## src/rtl/hazard_ctrl.sv

```systemverilog
// Hazard controller for the five-stage RV32I core: decode-stage operand forwarding,
// the load-use stall, the wrong-path flush after a control transfer, and a stall counter.
module hazard_ctrl #(
  parameter int unsigned REG_AW = 5,
  parameter int unsigned WB_FWD = 1,
  parameter int unsigned CNT_W  = 16
) (
  input  logic              clk,
  input  logic              rst,
  input  logic              id_valid,
  input  logic [REG_AW-1:0] id_rs1,
  input  logic [REG_AW-1:0] id_rs2,
  input  logic              id_use_rs1,
  input  logic              id_use_rs2,
  input  logic [REG_AW-1:0] id_rd,
  input  logic              id_reg_write,
  input  logic              id_load,
  input  logic              id_redirect,
  output logic              stall_if,
  output logic              bubble_ex,
  output logic              flush_if,
  output logic              issue,
  output logic [1:0]        fwd_a,
  output logic [1:0]        fwd_b,
  output logic [CNT_W-1:0]  stall_count
);

  localparam logic [1:0] ST_RUN   = 2'd0;
  localparam logic [1:0] ST_STALL = 2'd1;
  localparam logic [1:0] ST_FLUSH = 2'd2;

  logic [1:0]        state, state_nxt;
  logic              ex_v, ex_we, ex_ld, mem_v, mem_we, mem_ld, wb_v, wb_we;
  logic [REG_AW-1:0] ex_rd, mem_rd, wb_rd;

  logic ex_hit_a, ex_hit_b, mem_hit_a, mem_hit_b, wb_hit_a, wb_hit_b;
  logic load_use;

  assign ex_hit_a  = ex_v  & ex_we  & (ex_rd  != '0) & (ex_rd  == id_rs1) & id_use_rs1;
  assign ex_hit_b  = ex_v  & ex_we  & (ex_rd  != '0) & (ex_rd  == id_rs2) & id_use_rs2;
  assign mem_hit_a = mem_v & mem_we & (mem_rd != '0) & (mem_rd == id_rs1) & id_use_rs1;
  assign mem_hit_b = mem_v & mem_we & (mem_rd != '0) & (mem_rd == id_rs2) & id_use_rs2;
  assign wb_hit_a  = wb_v  & wb_we  & (wb_rd  != '0) & (wb_rd  == id_rs1) & id_use_rs1;
  assign wb_hit_b  = wb_v  & wb_we  & (wb_rd  != '0) & (wb_rd  == id_rs2) & id_use_rs2;

  assign load_use = id_valid & ex_ld & (ex_hit_a | ex_hit_b);

  // A load in EX never forwards; its value first becomes available from MEM.
  function automatic logic [1:0] pick(input logic ex_hit, input logic ex_is_ld,
                                      input logic mem_hit, input logic wb_hit);
    if (ex_hit && !ex_is_ld)           return 2'b01;
    else if (mem_hit)                  return 2'b10;
    else if (wb_hit && (WB_FWD != 0))  return 2'b11;
    else                               return 2'b00;
  endfunction

  always_comb begin
    stall_if  = 1'b0;
    flush_if  = 1'b0;
    issue     = 1'b0;
    state_nxt = ST_RUN;
    case (state)
      ST_FLUSH: state_nxt = ST_RUN;
      default: begin
        if (load_use) begin
          stall_if  = 1'b1;
          state_nxt = ST_STALL;
        end else begin
          issue = id_valid;
          if (id_valid && id_redirect) begin
            flush_if  = 1'b1;
            state_nxt = ST_FLUSH;
          end
        end
      end
    endcase
    bubble_ex = ~issue;
  end

  always_comb begin
    fwd_a = '0;
    fwd_b = '0;
    if (id_valid && (state != ST_FLUSH)) begin
      fwd_a = pick(ex_hit_a, ex_ld, mem_hit_a, wb_hit_a);
      fwd_b = pick(ex_hit_b, ex_ld, mem_hit_b, wb_hit_b);
    end
  end

  always_ff @(posedge clk or posedge rst) begin
    if (rst) begin
      state       <= ST_RUN;
      stall_count <= '0;
      ex_v  <= 1'b0; ex_rd  <= '0; ex_we  <= 1'b0; ex_ld  <= 1'b0;
      mem_v <= 1'b0; mem_rd <= '0; mem_we <= 1'b0; mem_ld <= 1'b0;
      wb_v  <= 1'b0; wb_rd  <= '0; wb_we  <= 1'b0;
    end else begin
      state <= state_nxt;
      if (stall_if && (stall_count != '1))
        stall_count <= stall_count + CNT_W'(1);
      wb_v  <= mem_v; wb_rd  <= mem_rd; wb_we  <= mem_we;
      mem_v <= ex_v;  mem_rd <= ex_rd;  mem_we <= ex_we;  mem_ld <= ex_ld;
      ex_v  <= issue; ex_rd  <= id_rd;  ex_we  <= id_reg_write; ex_ld <= id_load;
    end
  end

endmodule

```

## config.mk

```make
export PLATFORM = sky130hd
export DESIGN_NAME = hazard_ctrl
export DESIGN_NICKNAME = d
export VERILOG_FILES = /design/src/rtl/hazard_ctrl.sv
export SDC_FILE = /design/constraint.sdc
export NUM_CORES = 1
export LEC_CHECK = 0
export BUFFER_PORTS_ARGS = -buffer_cell sky130_fd_sc_hd__buf_2
export CAP_MARGIN = 20
export CORE_AREA = 3 3 74 76
export CTS_BUF_LIST = sky130_fd_sc_hd__clkbuf_4
export CTS_CLUSTER_SIZE = 28
export DETAILED_ROUTE_END_ITERATION = 6
export DIE_AREA = 0 0 77 79
export HOLD_SLACK_MARGIN = 0.12
export SLEW_MARGIN = 0
export SYNTH_ARGS = -nofsm -noshare
export SYNTH_HDL_FRONTEND = slang
export SYNTH_SLANG_ARGS = --single-unit
```

## constraint.sdc

```tcl
create_clock -name clk -period 1.7 [get_ports clk]
set_input_delay 0.085 -clock clk [delete_from_list [all_inputs] [get_ports clk]]
set_output_delay 0.085 -clock clk [all_outputs]
set_load 0.01 [all_outputs]
```

* After elaboration in Yosys (flattened, before gate mapping) *
Cells that the tools add are included.

word-level totals
  bits in registers = 40
  output and inout port bits = 24
  word-level logic and storage cells = 71
  input port bits = 23

cells by class
  bitwise operators = 22
  $add $sub $neg = 1
  muxes and demuxes = 18
  reduce and logical (&&, ||, !) cells = 9
  eq/ne operators = 9

operator list
  operator                 count
  $eq A5 B5 Y1             6
  $mux W2                  11
  $and A1 B1 Y1            20
  $add A16 B1 Y16 const B  1
  $ne A16 B16 Y1 const B   1
  $reduce_bool A5 Y1       3
  $mux W1                  7
  $logic_and A1 B1 Y1      5
  $eq A2 B2 Y1 const B     1
  $ne A2 B2 Y1 const B     1
  $logic_not A1 Y1         1
  $not A1 Y1               1
  $or A1 B1 Y1             1

* Logic depth before layout (Yosys ltp) *
  depth in word-level cells = 9
  depth in mapped cells = 7
  gate-level depth less buffers = 6

* Least setup slack after synthesis *
OpenSTA, ideal clock, no wires.

  path kind = register -> register
  from = reg ex_rd[1]
  to = reg stall_count[11]
  required time = 1568 ps
  clock period less this slack = 1830 ps
  path slack = -130 ps
  cell stages (with the launch flop) = 8
  data arrival time = 1698 ps
  library setup time = 132 ps
  buffers on the path = 1
  cell sequence = dfrtp_1 -> or4_4 -> o21ai_2 -> nor2_1 -> o21ai_2 -> buf_6 -> nor3_1 -> xor2_1

on the way
  longest elaborated chain between the ends = 9
  elaborated cells on any way between the ends = 13
  classes of those cells = eq/ne (2); mux (2); bitwise (7); reduce/logical (2)

RTL lines
  what                                                   RTL line  RTL
  start: declaration                                     34        logic [REG_AW-1:0] ex_rd, mem_rd, wb_rd;
  start signal: assignment                               102       ex_v <= issue; ex_rd <= id_rd; ex_we <= id_reg_write; ex_ld <= id_load;
  $reduce_bool A5 Y1                                     39, 40
  $and A1 B1 Y1                                          39, 40
  $and A1 B1 Y1, on equally long branches (2 in series)  39, 40
  $or A1 B1 Y1 *                                         46        assign load_use = id_valid & ex_ld & (ex_hit_a | ex_hit_b);
  $and A1 B1 Y1 *                                        46
  $mux W1 *                                              65        if (load_use) begin
  $mux W1 *                                              62        case (state)
  $logic_and A1 B1 Y1 *                                  98        if (stall_if && (stall_count != '1))
  end signal: assignment                                 99        stall_count <= stall_count + CNT_W'(1);
  end: declaration                                       25        output logic [CNT_W-1:0] stall_count

Mark *: on every way between the ends. The rest lies on a longest branch, timed or not.
A chain may end at the register's enable or synchronous reset.

* Worst setup path in the final report *
  from = reg ex_rd[1]
  to = out flush_if

on the way
  longest elaborated chain between the ends = 8
  elaborated cells on any way between the ends = 12
  classes of those cells = eq/ne (2); mux (2); bitwise (7); reduce/logical (1)

RTL lines
  what                                                   RTL line  RTL
  $reduce_bool A5 Y1                                     39, 40
  $and A1 B1 Y1                                          39, 40
  $and A1 B1 Y1, on equally long branches (2 in series)  39, 40
  $or A1 B1 Y1 *                                         46
  $and A1 B1 Y1 *                                        46
  $mux W1 *                                              65
  $mux W1 *                                              62
  end: declaration                                       21        output logic flush_if,

Marked as above.

==> impl_summary.md <==
CTS
The clock sink total is 40. The clock edge transition at the registers on the reported setup and hold paths is 0.14 ns. TritonCTS built the clock tree. CTS built an H-tree with a depth of 2. The number of buffers between clock root and the deepest sink is 2. The number of buffers created by CTS is 5. The clock root buffer is clkbuf_4. The clock network latency to the later pin of the worst-skew pair is 0.35 ns.

GRT
The highest-utilization routing layer at the global route stage is met2. Summed over all layers, the global routing overflow is 0. The number of global-route vias before repair was 1863. For this run, global-route usage on met2 was measured as 33.62%.

The global-route usage over all layers is 17.98%. The number of antenna violations at the first check in global routing is 0. The first global-routing pass estimated 8569 µm of wire. Entering global routing, the biggest net connects 41 pins. The met3 routing resource usage after global routing is 3.968%. The routing usage on met1 is 20.73%.

Synth
The post-synthesis register bit count is 40. The net count after synthesis is 194. Sorting the synthesized cells by area gives the leading types as dfrtp_1, xnor2_1, xor2_1. Yosys instantiated no cell more often than dfrtp_1.

In the synthesized netlist the dominant register cell turns out to be dfrtp_1. Dividing the synthesized area by the synthesized cell count gives 11.41 µm². After synthesis, the most frequently instantiated cells are dfrtp_1, xnor2_1, xor2_1. The post-synth design cell area is 0.001939 mm². The share of async-settable or async-resettable flops after synthesis is 100.0%. For this run, the number of Yosys warnings is 0.

The cell count after synthesis is 170. For this run, the register share of the synthesized area comes to 51.61%. The cell type with the largest total area after synthesis is dfrtp_1. The area share of the leading cell type in the synthesized netlist is 51.61%. Counting flops with a built-in enable in the synthesized netlist gives 0.

The netlist uses 32 different library cells.

Run
The max-capacitance violation count is 0.

Floorplanning
The total I/O pin count is 47. The initial utilization of the core area, before any placement, comes to 40.52%. The horizontal die dimension is 77 µm. The area of the die is 0.006083 mm². The vertical die dimension is 79 µm.

The floorplan has 25 rows. The core area is 0.004786 mm².

Power and ir drop
The worst IR drop on VDD is 434.3 µV. Dividing total power by cell area gives a power density of 606.8 mW/mm². The cell leakage power is 1.501 nW.

Cells and area
The post-synthesis to final-layout area growth is 65.29%. The final instance count without filler cells is 359. The post-route netlist has 54.11% of its cells at a drive strength greater than 1. At the end of the flow, the number of nets in the layout was 315. The final core area utilization is 66.98%. The final design instance area without fill is 0.003206 mm². The number of antenna diodes in the final layout is 0.

Setup path
The termination of the worst setup path is flush_if. The element type at the critical path start is a register. The worst reg2reg path depth is 8. The worst setup path is of the register to output port kind. The endpoint type of the worst setup path is an output port. In this run the critical register-to-register path is captured at stall_count[1]. The critical path launch point is ex_rd[1]. The worst-path maximum fanout is 4. The setup slack of the worst register-to-register path is -0.35 ns.

The arrival time at the worst endpoint is 2.06 ns. Data on the critical path is required at its endpoint by 1.62 ns. The source of the worst register-to-register timing path is ex_rd[2].

Detailed routing
The DRC violation count after routing is 0. The aggregate routed wire length is 5566 µm. After detailed routing, the number of vias per cell comes to 4.858. For this block, the initial DRC count from the detailed router was 48. Dividing the detail-routed wire length by the instance count gives 15.50 µm. The number of routed nets with antenna violations is 0.

The pre-antenna-repair detailed-routing pass consisted of 4 iterations. The vias after detailed routing is 1744.

STA
The largest clock skew in the final design is 0.02002 ns. The final period utilization is 126.1%. The worst path in the final design needs a cycle of 2.144 ns, including I/O delays and setup.

The count of final max-slew check failures is 0. Adding up every negative setup slack in the final design gives -7.299 ns. The final hold slack is 0.3613 ns. The minimum setup slack in the final design is -0.4436 ns. Setup violations remaining at the end of the flow were counted as 25. The number of hold violations in the final report is 0. Headroom to the max-slew limit came out at 47.19%. Setup repair after global routing could not meet its margin everywhere. For this run, the top clock speed supported by timing is 466.5 MHz.

The slew at the pin closest to its max-slew limit is 0.7875 ns.

Status
The checks that failed: setup timing. The flow ran to the end, but the final reports show violations.

Placement
In this run the tool buffered the top-level ports with 46 buffer cells. The post-detailed-placement cell area is 0.002596 mm². The half-perimeter wire length after placement is 3536 µm. The routability congestion estimate from global placement is 0.7998. In this run, placement finished with an instance count of 327.

Worst hold path
The path type of the worst min-delay path is input port to register.
## cell type report
type	instances	area (µm²)
flip-flops and latches	40	1002
fillers	360	1580
inverters	6	22.52
well taps	67	83.83
clock buffers	5	37.54
repair buffers	116	860.8
multi-input cells	122	1156
clock inverters	3	42.54
## flip-flops by register name (all words and copies together) (netlist names)
signal,flops
ex_we,1
state,2
mem_we,1
stall_count,16
wb_rd,5
mem_rd,5
mem_v,1
ex_rd,5
ex_ld,1
wb_we,1
wb_v,1
ex_v,1
## what timing repair did
item	in CTS	in global routing
setup endpoints to repair	25	26
gates cloned	1	0
hold endpoints to repair	48	0
gates resized for setup	40	23
hold buffers	9	0
setup buffers	12	5
pin swaps	26	35
## through the flow
step	power (mW)	worst slack [ns]
detailed placement	1.255	-0.3685
finish	1.945	-0.4436
global route	2.026	-0.5473
CTS	1.923	-0.3943
global placement	1.251	-0.3160
floorplan	1.132	-0.1295
## cells in the final DEF (no fill, tap or decap), types with 6 or more instances in the layout
master,netlist,layout
buf_4,1,48
buf_2,0,42
dfrtp_1,40,39
xnor2_1,28,26
xor2_1,17,16
buf_6,1,16
nand2_1,11,10
dlygate4sd3_1,0,9
nand4_1,8,8
nor4_4,3,6
## worst min-delay path by stage
stage,start,to,cells past startpoint
final,id_reg_write,ex_we,2
after global routing,id_reg_write,ex_we,2
after CTS,id_valid,state[0],5
after detailed placement,id_rd[3],ex_rd[3],1
after global placement,id_rd[4],ex_rd[4],1
after floorplan,id_load,ex_ld,0
## layer usage
metal	share of wire, %	routed length [µm]
met1	39	2147
met2	54	3009
met3	5.0	279
met4	2.3	129
met5	0	0
## critical path: stages (launching register included)
cell and delay [ns]:
dfrtp_1 0.43, buf_6 0.13, buf_6 0.11, xor2_4 0.15, nor3_4 0.22, buf_6 0.13, nor2_2 0.04, o21ba_4 0.23
and2_4 0.17, buf_6 0.11
## report_power, final
group | switching [mW] | total (mW) | internal (mW) | leakage, nW
logic | 0.139 | 0.296 | 0.158 | 0.958
registers | 0.0237 | 1.01 | 0.983 | 0.502
clock network | 0.335 | 0.642 | 0.307 | 0.0412
total | 0.498 | 1.95 | 1.45 | 1.50
## logic make-up after synthesis
logic type	after synthesis	share of synthesized area, %
adders and majority gates	1	0.6451
buffers and inverters	8	2.129
AOI/OAI and AO/OA	11	4.000
xor gates and xnor gates	45	20.32
and+or+nand+nor	64	20.71
muxes	1	0.5806
DFF	40	51.61
(Power assumes the default switching activity.)
